$ cat src/rtl/decode_issue_if.sv
// Bundle interface for decode_issue: instruction handshake, issued operand bundle,
// register-file write-back port and the illegal-instruction pulse.
interface decode_issue_if #(
  parameter int XLEN = 32
);
  logic            instr_valid;
  logic            instr_ready;
  logic [31:0]     instr;
  logic            ex_valid;
  logic            ex_ready;
  logic [5:0]      ex_op;
  logic [XLEN-1:0] ex_in1;
  logic [XLEN-1:0] ex_in2;
  logic [4:0]      ex_rd;
  logic            wb_en;
  logic [4:0]      wb_rd;
  logic [XLEN-1:0] wb_data;
  logic            illegal;

  // master: fetch/exec/write-back side driving the stage
  modport master (
    output instr_valid, instr, ex_ready, wb_en, wb_rd, wb_data,
    input  instr_ready, ex_valid, ex_op, ex_in1, ex_in2, ex_rd, illegal
  );

  // slave: the decode/issue stage itself
  modport slave (
    input  instr_valid, instr, ex_ready, wb_en, wb_rd, wb_data,
    output instr_ready, ex_valid, ex_op, ex_in1, ex_in2, ex_rd, illegal
  );
endinterface

$ cat src/rtl/decode_issue.sv
// RV32I OP/OP-IMM decode and issue stage with register file, busy-bit scoreboard
// and a one-entry output register feeding the exec stage.
module decode_issue #(
  parameter int XLEN  = 32,
  parameter int NREGS = 32
) (
  input  logic           clk,
  input  logic           rst,
  decode_issue_if.slave  bus
);
  localparam int IDXW = $clog2(NREGS);

  localparam logic [5:0] OP_ADD   = 6'd0;
  localparam logic [5:0] OP_SUB   = 6'd1;
  localparam logic [5:0] OP_SLL   = 6'd2;
  localparam logic [5:0] OP_SLT   = 6'd3;
  localparam logic [5:0] OP_SLTU  = 6'd4;
  localparam logic [5:0] OP_XOR   = 6'd5;
  localparam logic [5:0] OP_SRL   = 6'd6;
  localparam logic [5:0] OP_SRA   = 6'd7;
  localparam logic [5:0] OP_OR    = 6'd8;
  localparam logic [5:0] OP_AND   = 6'd9;
  localparam logic [5:0] OP_ADDI  = 6'd10;
  localparam logic [5:0] OP_SLTI  = 6'd11;
  localparam logic [5:0] OP_SLTIU = 6'd12;
  localparam logic [5:0] OP_XORI  = 6'd13;
  localparam logic [5:0] OP_ORI   = 6'd14;
  localparam logic [5:0] OP_ANDI  = 6'd15;
  localparam logic [5:0] OP_SLLI  = 6'd16;
  localparam logic [5:0] OP_SRLI  = 6'd17;
  localparam logic [5:0] OP_SRAI  = 6'd18;

  logic [XLEN-1:0] rf_reg [NREGS];
  logic [NREGS-1:0] busy_reg;
  logic [NREGS-1:0] wb_hit;
  logic [NREGS-1:0] set_busy;
  logic [NREGS-1:0] busy_eff;

  logic            ex_valid_reg;
  logic [5:0]      ex_op_reg;
  logic [XLEN-1:0] ex_in1_reg;
  logic [XLEN-1:0] ex_in2_reg;
  logic [4:0]      ex_rd_reg;
  logic            illegal_reg;

  logic [6:0]      opcode;
  logic [2:0]      funct3;
  logic [6:0]      funct7;
  logic [IDXW-1:0] rs1_idx;
  logic [IDXW-1:0] rs2_idx;
  logic [IDXW-1:0] rd_idx;

  logic            dec_legal;
  logic [5:0]      dec_op;
  logic            dec_r_type;
  logic            dec_shift;
  logic [XLEN-1:0] rs1_val;
  logic [XLEN-1:0] rs2_val;
  logic [XLEN-1:0] in2_val;
  logic            hazard;
  logic            instr_ready_w;
  logic            accept;

  assign opcode  = bus.instr[6:0];
  assign rd_idx  = bus.instr[11:7];
  assign funct3  = bus.instr[14:12];
  assign rs1_idx = bus.instr[19:15];
  assign rs2_idx = bus.instr[24:20];
  assign funct7  = bus.instr[31:25];

  // Per-register write port and busy bit; entry 0 never gets written or marked busy.
  generate
    for (genvar gi = 0; gi < NREGS; gi++) begin : g_reg
      assign wb_hit[gi]   = (gi != 0) && bus.wb_en && (bus.wb_rd == IDXW'(gi));
      assign set_busy[gi] = (gi != 0) && accept && dec_legal && (rd_idx == IDXW'(gi));
      assign busy_eff[gi] = busy_reg[gi] && !wb_hit[gi];

      always_ff @(posedge clk) begin
        if (rst) begin
          rf_reg[gi] <= '0;
        end else if (wb_hit[gi]) begin
          rf_reg[gi] <= bus.wb_data;
        end
      end

      always_ff @(posedge clk) begin
        if (rst) begin
          busy_reg[gi] <= 1'b0;
        end else if (set_busy[gi]) begin
          busy_reg[gi] <= 1'b1;
        end else if (wb_hit[gi]) begin
          busy_reg[gi] <= 1'b0;
        end
      end
    end
  endgenerate

  // Reads bypass a same-cycle write-back so a waiting consumer issues in the wb cycle.
  always_comb begin
    rs1_val = '0;
    rs2_val = '0;
    if (rs1_idx != '0) rs1_val = wb_hit[rs1_idx] ? bus.wb_data : rf_reg[rs1_idx];
    if (rs2_idx != '0) rs2_val = wb_hit[rs2_idx] ? bus.wb_data : rf_reg[rs2_idx];
  end

  always_comb begin
    dec_legal  = 1'b0;
    dec_op     = OP_ADD;
    dec_r_type = 1'b0;
    dec_shift  = 1'b0;
    case (opcode)
      7'b0010011: begin
        dec_legal = 1'b1;
        case (funct3)
          3'b000: dec_op = OP_ADDI;
          3'b010: dec_op = OP_SLTI;
          3'b011: dec_op = OP_SLTIU;
          3'b100: dec_op = OP_XORI;
          3'b110: dec_op = OP_ORI;
          3'b111: dec_op = OP_ANDI;
          3'b001: begin
            dec_op    = OP_SLLI;
            dec_shift = 1'b1;
            dec_legal = (funct7 == 7'b0000000);
          end
          default: begin
            dec_shift = 1'b1;
            if (funct7 == 7'b0000000) begin
              dec_op = OP_SRLI;
            end else if (funct7 == 7'b0100000) begin
              dec_op = OP_SRAI;
            end else begin
              dec_legal = 1'b0;
            end
          end
        endcase
      end
      7'b0110011: begin
        dec_r_type = 1'b1;
        if (funct7 == 7'b0000000) begin
          dec_legal = 1'b1;
          case (funct3)
            3'b000:  dec_op = OP_ADD;
            3'b001:  dec_op = OP_SLL;
            3'b010:  dec_op = OP_SLT;
            3'b011:  dec_op = OP_SLTU;
            3'b100:  dec_op = OP_XOR;
            3'b101:  dec_op = OP_SRL;
            3'b110:  dec_op = OP_OR;
            default: dec_op = OP_AND;
          endcase
        end else if (funct7 == 7'b0100000) begin
          if (funct3 == 3'b000) begin
            dec_legal = 1'b1;
            dec_op    = OP_SUB;
          end else if (funct3 == 3'b101) begin
            dec_legal = 1'b1;
            dec_op    = OP_SRA;
          end
        end
      end
      default: dec_legal = 1'b0;
    endcase
  end

  always_comb begin
    if (dec_r_type) begin
      in2_val = rs2_val;
    end else if (dec_shift) begin
      in2_val = {{(XLEN-5){1'b0}}, bus.instr[24:20]};
    end else begin
      in2_val = {{(XLEN-12){bus.instr[31]}}, bus.instr[31:20]};
    end
  end

  // Illegal words carry no operands or destination, so they never stall.
  assign hazard = dec_legal &&
                  (busy_eff[rs1_idx] || (dec_r_type && busy_eff[rs2_idx]) || busy_eff[rd_idx]);

  assign instr_ready_w = (!ex_valid_reg || bus.ex_ready) && !hazard;
  assign accept        = bus.instr_valid && instr_ready_w;

  always_ff @(posedge clk) begin
    if (rst) begin
      ex_valid_reg <= 1'b0;
      ex_op_reg    <= '0;
      ex_in1_reg   <= '0;
      ex_in2_reg   <= '0;
      ex_rd_reg    <= '0;
      illegal_reg  <= 1'b0;
    end else begin
      illegal_reg <= accept && !dec_legal;
      if (accept && dec_legal) begin
        ex_valid_reg <= 1'b1;
        ex_op_reg    <= dec_op;
        ex_in1_reg   <= rs1_val;
        ex_in2_reg   <= in2_val;
        ex_rd_reg    <= rd_idx;
      end else if (bus.ex_ready) begin
        ex_valid_reg <= 1'b0;
      end
    end
  end

  assign bus.instr_ready = instr_ready_w;
  assign bus.ex_valid    = ex_valid_reg;
  assign bus.ex_op       = ex_op_reg;
  assign bus.ex_in1      = ex_in1_reg;
  assign bus.ex_in2      = ex_in2_reg;
  assign bus.ex_rd       = ex_rd_reg;
  assign bus.illegal     = illegal_reg;
endmodule

$ cat src/flat_wrapper.sv
// flat-port wrapper written by rule: the top's interface ports become plain ports
module decode_issue_flat 
#(
  parameter int XLEN  = 32,
  parameter int NREGS = 32
)
  (clk, rst, bus_instr_valid, bus_instr, bus_ex_ready, bus_wb_en, bus_wb_rd, bus_wb_data, bus_instr_ready, bus_ex_valid, bus_ex_op, bus_ex_in1, bus_ex_in2, bus_ex_rd, bus_illegal);
  decode_issue_if #(.XLEN(XLEN)) bus_i ();
  input  logic clk;
  input  logic rst;
  input wire logic [$bits(bus_i.instr_valid)-1:0] bus_instr_valid;
  input wire logic [$bits(bus_i.instr)-1:0] bus_instr;
  input wire logic [$bits(bus_i.ex_ready)-1:0] bus_ex_ready;
  input wire logic [$bits(bus_i.wb_en)-1:0] bus_wb_en;
  input wire logic [$bits(bus_i.wb_rd)-1:0] bus_wb_rd;
  input wire logic [$bits(bus_i.wb_data)-1:0] bus_wb_data;
  output wire logic [$bits(bus_i.instr_ready)-1:0] bus_instr_ready;
  output wire logic [$bits(bus_i.ex_valid)-1:0] bus_ex_valid;
  output wire logic [$bits(bus_i.ex_op)-1:0] bus_ex_op;
  output wire logic [$bits(bus_i.ex_in1)-1:0] bus_ex_in1;
  output wire logic [$bits(bus_i.ex_in2)-1:0] bus_ex_in2;
  output wire logic [$bits(bus_i.ex_rd)-1:0] bus_ex_rd;
  output wire logic [$bits(bus_i.illegal)-1:0] bus_illegal;
  assign bus_i.instr_valid = bus_instr_valid;
  assign bus_i.instr = bus_instr;
  assign bus_i.ex_ready = bus_ex_ready;
  assign bus_i.wb_en = bus_wb_en;
  assign bus_i.wb_rd = bus_wb_rd;
  assign bus_i.wb_data = bus_wb_data;
  assign bus_instr_ready = bus_i.instr_ready;
  assign bus_ex_valid = bus_i.ex_valid;
  assign bus_ex_op = bus_i.ex_op;
  assign bus_ex_in1 = bus_i.ex_in1;
  assign bus_ex_in2 = bus_i.ex_in2;
  assign bus_ex_rd = bus_i.ex_rd;
  assign bus_illegal = bus_i.illegal;
  decode_issue #(.XLEN(XLEN), .NREGS(NREGS)) u_core (.clk(clk), .rst(rst), .bus(bus_i));
endmodule
$ cat config.mk
export PLATFORM = sky130hd
export DESIGN_NAME = decode_issue_flat
export DESIGN_NICKNAME = d
export VERILOG_FILES = /design/src/rtl/decode_issue_if.sv /design/src/rtl/decode_issue.sv /design/src/flat_wrapper.sv
export SDC_FILE = /design/constraint.sdc
export NUM_CORES = 2
export LEC_CHECK = 0
export CAP_MARGIN = 20
export CORE_UTILIZATION = 35
export CTS_CLUSTER_DIAMETER = 60
export CTS_CLUSTER_SIZE = 8
export DETAILED_ROUTE_END_ITERATION = 10
export PLACE_DENSITY_LB_ADDON = 0.1
export SLEW_MARGIN = 20
export SYNTH_ARGS = -nofsm -noshare
export SYNTH_HDL_FRONTEND = slang
export SYNTH_SLANG_ARGS = --single-unit
$ cat constraint.sdc
create_clock -name clk -period 6.13 [get_ports clk]
set_input_delay 1.5325 -clock clk [delete_from_list [all_inputs] [get_ports clk]]
set_output_delay 1.5325 -clock clk [all_outputs]
set_load 0.02 [all_outputs]
* Word level (Yosys, flattened, before mapping) *
Memory sizes are Yosys's and may differ from the RTL's.
Index checks and enable logic that the tools add are counted.

storage, ports and cells
  register bits after elaboration = 108
  bits in latches = 0
  memory bits (writable) = 1,024
  memory bits (read-only) = 0
  bits of input ports = 74
  output and inout bits = 78
  logic and storage cells = 543
  memories = 1

memory list
  memory         depth  width  rd ports  clocked after memory_dff  write ports  line                text
  u_core.rf_reg  32     32     2         0                         32           decode_issue.sv:33  logic [XLEN-1:0] rf_reg [NREGS];

operators by class
  add/subtract/negate cells = 0
  $mul = 0
  divide/modulo/power cells = 0
  magnitude comparators = 3
  equality and inequality tests = 72
  shifts and indexed selects = 0
  mux-type cells = 226
  bitwise logic cells = 31
  reduce and logical (&&, ||, !) cells = 173

operators with widths
  cell                                                                   number
  32-bit 2-to-1 mux                                                      37
  1-bit 2-to-1 mux                                                       173
  5-bit == test (second input constant)                                  32
  1-bit logical AND                                                      99
  5-bit by 4-bit == test with 1-bit output (second input constant)       16
  2-bit nonzero test                                                     32
  6-bit case mux with 7 select lines                                     1
  5-bit by 3-bit == test with 1-bit output (second input constant)       8
  1-bit zero test                                                        34
  1-bit OR                                                               31
  4-bit case mux with 7 select lines                                     1
  1-bit binary-select mux with 5-bit select                              5
  6-bit 2-to-1 mux                                                       4
  5-bit by 2-bit == test with 1-bit output (second input constant)       4
  5-bit by 6-bit < comparator with 1-bit output (second input constant)  3
  7-bit by 6-bit == test with 1-bit output (second input constant)       2
  3-bit == test (second input constant)                                  4
  6-bit case mux with 2 select lines                                     1
  5-bit by 1-bit == test with 1-bit output (second input constant)       2
  5-bit nonzero test                                                     2
  7-bit by 5-bit == test with 1-bit output (second input constant)       1
  7-bit zero test                                                        1
  3-bit by 2-bit == test with 1-bit output (second input constant)       2
  6-bit OR reduction                                                     1
  6 further kinds                                                        9

* Logic depth before layout (Yosys ltp) *
  depth after elaboration = 16
  mapped depth = 13
  gate-level depth less buffers = 8

* Least setup slack after synthesis *
OpenSTA, ideal clock, no wires.

  path type = input -> output
  start = in bus_wb_rd[1]
  end = out bus_instr_ready
  arrival time = 4.170 ns
  required time = 4.597 ns
  path slack = 0.428 ns
  cell stages on the path = 12
  path buffers = 4
  cell sequence = buf_2 or2b_2 clkbuf_1 o21ai_1 nor2_1 or3_1 nor4_1 o21a_1 buf_2 buf_1 nand2_1 a21boi_1

on the way
  cells in the longest elaborated chain, start to end = 12
  elaborated cells on any way between the ends = 136

ends and longest elaborated chain
  element                                                                 line                 text
  start: declaration                                                      flat_wrapper.sv:15   input wire logic [$bits(bus_i.wb_rd)-1:0] bus_wb_rd;
  5-bit by 1-bit == test with 1-bit output, or another cell as far along  decode_issue.sv:74   assign wb_hit[gi] = (gi != 0) && bus.wb_en && (bus.wb_rd == IDXW'(gi));
  1-bit logical AND                                                       decode_issue.sv:74
  1-bit zero test                                                         decode_issue.sv:76   assign busy_eff[gi] = busy_reg[gi] && !wb_hit[gi];
  1-bit logical AND                                                       decode_issue.sv:76
  1-bit binary-select mux with 5-bit select                               decode_issue.sv:178  (busy_eff[rs1_idx] || (dec_r_type && busy_eff[rs2_idx]) || busy_eff[rd_idx]);
  1-bit 2-to-1 mux (not written as such)                                  decode_issue.sv:178
  1-bit logical AND                                                       decode_issue.sv:178
  1-bit logical OR                                                        decode_issue.sv:178
  1-bit logical OR (*)                                                    decode_issue.sv:178
  1-bit logical AND (*)                                                   decode_issue.sv:177  assign hazard = dec_legal &&
  1-bit zero test (*)                                                     decode_issue.sv:180  assign instr_ready_w = (!ex_valid_reg || bus.ex_ready) && !hazard;
  1-bit logical AND (*)                                                   decode_issue.sv:180
  end: declaration                                                        flat_wrapper.sv:17   output wire logic [$bits(bus_i.instr_ready)-1:0] bus_instr_ready;

Every way passes the cells marked *; elsewhere a longest branch is shown, timed or not. The select of a mux whose other input is x is not followed.

* Final worst setup path *
  start = in bus_wb_rd[0]
  end = out bus_instr_ready

Same word-level chain as after synthesis.

==> reports/metrics.yaml <==
sta:
  rsz0062_at_grt: "no"
  worst_pin_slew_ns: 1.19
  slew_headroom: 0.202
  skew_ns: 0.0225
  finalHoldViolCount: 0
  post-route-period-util: 0.977
  drv_slew: 0
  fmax_mhz: 167
  finalSetupViolCount: 0
  finalCriticalPeriod_ns: 5.99
die:
  die_h_um: 414
  start_util: 0.354
  ios: 152
  num_rows: 150
  fp.dieW_um: 414
  core-area_um2: 168000
  die_area_um2: 171000
final_layout:
  nets: 4336
  area_delta_synth_final_pct: 17.3
  drive_gt1_frac: 0.292
  n_fill_cell: 15180
  final_area_um2: 69700
  stdcell_count: 6541
  largest_reg_flops: 992
flow_run:
  drv_cap: 0
synthesis:
  yosysTopAreaCellShare: 0.501
  synth_cell_types: 70
  synth_edf_count: 992
  synth_ff_type: "edfxtp_1"
  netlist_top_cells_area: "edfxtp_1, mux4_2, and2_1"
  seq_area_frac_synth: 0.537
  synth.avg_cell_area_um2: 14.4
  yosys.area.top_type: "edfxtp_1"
  syn-instance-count: 4117
  ys_warn_count: 0
  synth_area_um2: 59400
  async_reset_ff_frac: 0
  yosys_register_bits: 1099
  syn_nets: 4191
clock_tree:
  numCtsBuffers: 161
  clk_transition_reported_paths_ns: 0.05
  clkLatencyLatePin_ns: 0.81
  cts_max_level: 4
  numClockSinks: 1099
  postCtsHoldBufs: 0
  cts_max_path_buffers: 3
  clockRootBuffer: "clkbuf_16"
  cts_tree: "built"
worst_setup_path:
  arrival_ns: 4.46
  worstSetupEndpointType: "primary output"
  critPathRequiredTime_ns: 4.60
  path_class: "input pin to primary output"
  cp-start-kind: "input pin"
  critPathMaxFanout: 4
placed_design:
  dp_hpwl_mm: 144
  gp_congestion: 0.885
  placed_area_um2: 65200
  port_buffers: 150
  place_inst: 6302
hold_path:
  hold_class: "flop to flop"
detailed_routing:
  detail-route-antenna-nets: 0
  drc_errors: 0
  vias: 39724
  wirelength_mm: 246
  drt_iter0_drc: 5071
  wl_per_cell_um: 37.7
  routed_via_density: 6.07
  firstDrtPassIters: 6
global_routing:
  grt_start_max_net_pins: 95
  overflow: 0
  antenna_found_initial: 27
  first_global_vias: 38725
  grt_usage: 0.285
  grt_pass1_wl_mm: 336
pwr:
  p_leak_nw: 23.2
  max-vdd-ir-drop_uv: 326
  power_density_nw_per_um2: 278
outcome:
  status: "completed"
per-layer routing:
layer	global-route usage	routed length [um]
met5	0	23
met1	0.406	105000
met3	0.0583	21700
met4	0.0830	7020
met2	0.438	113000
timing repair:
| action | CTS | global route |
|---|---|---|
| setup buffers | 1 | 0 |
| resized for setup | 5 | 6 |
| endpoints found under the setup margin | 1 | 1 |
cell type report:
cell class	count	area, um2	area share
diodes	21	52.6	0.000754
multi-input cells	2539	26300	0.377
repair buffers	446	4210	0.0604
inverters	15	56.3	0.000807
clock inverters	22	213	0.00305
flip-flops and latches	1099	31900	0.458
clock buffers	195	4230	0.0607
well taps	2204	2760	0.0395
cells by family (layout without fill, tap and decap cells):
| kind of cell | after synthesis | in the layout | share of synthesized area |
|---|---|---|---|
| xor gates and xnor gates | 10 | 10 | 0.00147 |
| muxes | 689 | 689 | 0.239 |
| AOI/OAI and AO/OA | 472 | 472 | 0.0549 |
| and+or+nand+nor | 1367 | 1367 | 0.135 |
| buffers and inverters | 479 | 678 | 0.0317 |
| other | 1 | 22 | 0.0000631 |
| DFF | 1099 | 1099 | 0.537 |
per-stage QoR:
step	power, mW	worst slack, ns	TNS (ns)	util	hold slack [ns]
floorplan	10.2	0.428	0	-	0.463
global placement	11.3	-0.365	-0.365	0.388	0.461
detailed placement	11.3	-0.259	-0.259	0.388	0.468
CTS	19.4	0.0197	0	0.415	0.475
global route	19.8	0.0315	0	0.415	0.501
finish	19.4	0.138	0	0.415	0.472
power by group:
group	internal (mW)	switching (mW)	leakage, nW
logic	1.03	1.43	10.7
registers	8.55	0.177	10.3
clock network	4.79	3.38	2.15
total	14.4	4.98	23.2
worst max-delay path, stage by stage:
cell             delay, ns
clkdlybuf4s50_1       0.48
buf_4                 0.19
nand2_1               0.11
o21ai_2               0.07
mux4_2                0.48
o211a_1               0.24
or4_1                 0.51
or3_2                 0.43
nand2_1               0.13
a21boi_1              0.09
buf_2                 0.19
worst paths after layout:
check	startpoint	to	slack [ns]	cells past startpoint
min reg2reg	u_core.bus.ex_in1[14]$_SDFFE_PP0P_	u_core.bus.ex_in1[14]$_SDFFE_PP0P_	0.47	2
min	u_core.bus.ex_in1[14]$_SDFFE_PP0P_	u_core.bus.ex_in1[14]$_SDFFE_PP0P_	0.47	2
max	bus_wb_rd[0]	bus_instr_ready	0.14	11
max reg2reg	u_core.busy_reg[9]$_SDFFE_PP0P_	u_core.bus.ex_in2[4]$_SDFFE_PP0P_	2.86	10
synthesized netlist by cell type, types with 19 or more instances:
cell type,instances
dfxtp_1,107
buf_2,35
and2_1,997
a221oi_1,22
nor2b_1,56
nand2b_1,19
o211ai_1,19
nand3_1,47
nor2_1,85
edfxtp_1,992
mux2i_1,42
a211oi_2,29
a21oi_1,59
a22o_1,32
o21ai_0,125
clkbuf_1,362
nand2_1,106
mux2_2,67
o31ai_1,40
o21ai_1,25
mux4_2,579
a31oi_1,38
buf_1,60
cells in the final DEF, fill, tap and decap left out, drive strengths merged, types with 19 or more instances in the layout:
master,n
a211oi,30
buf,313
a31oi,38
inv,19
o31ai,41
mux2,68
a21oi,59
o211ai,19
o21ai,151
nor2,85
clkbuf,195
a221oi,22
nand2,106
edfxtp,992
diode,21
mux4,579
and2,998
nand3,47
mux2i,42
a22o,32
dfxtp,107
nand2b,19
clkdlybuf4s50,133
nor2b,56
Power figures use the tool's default switching activity.
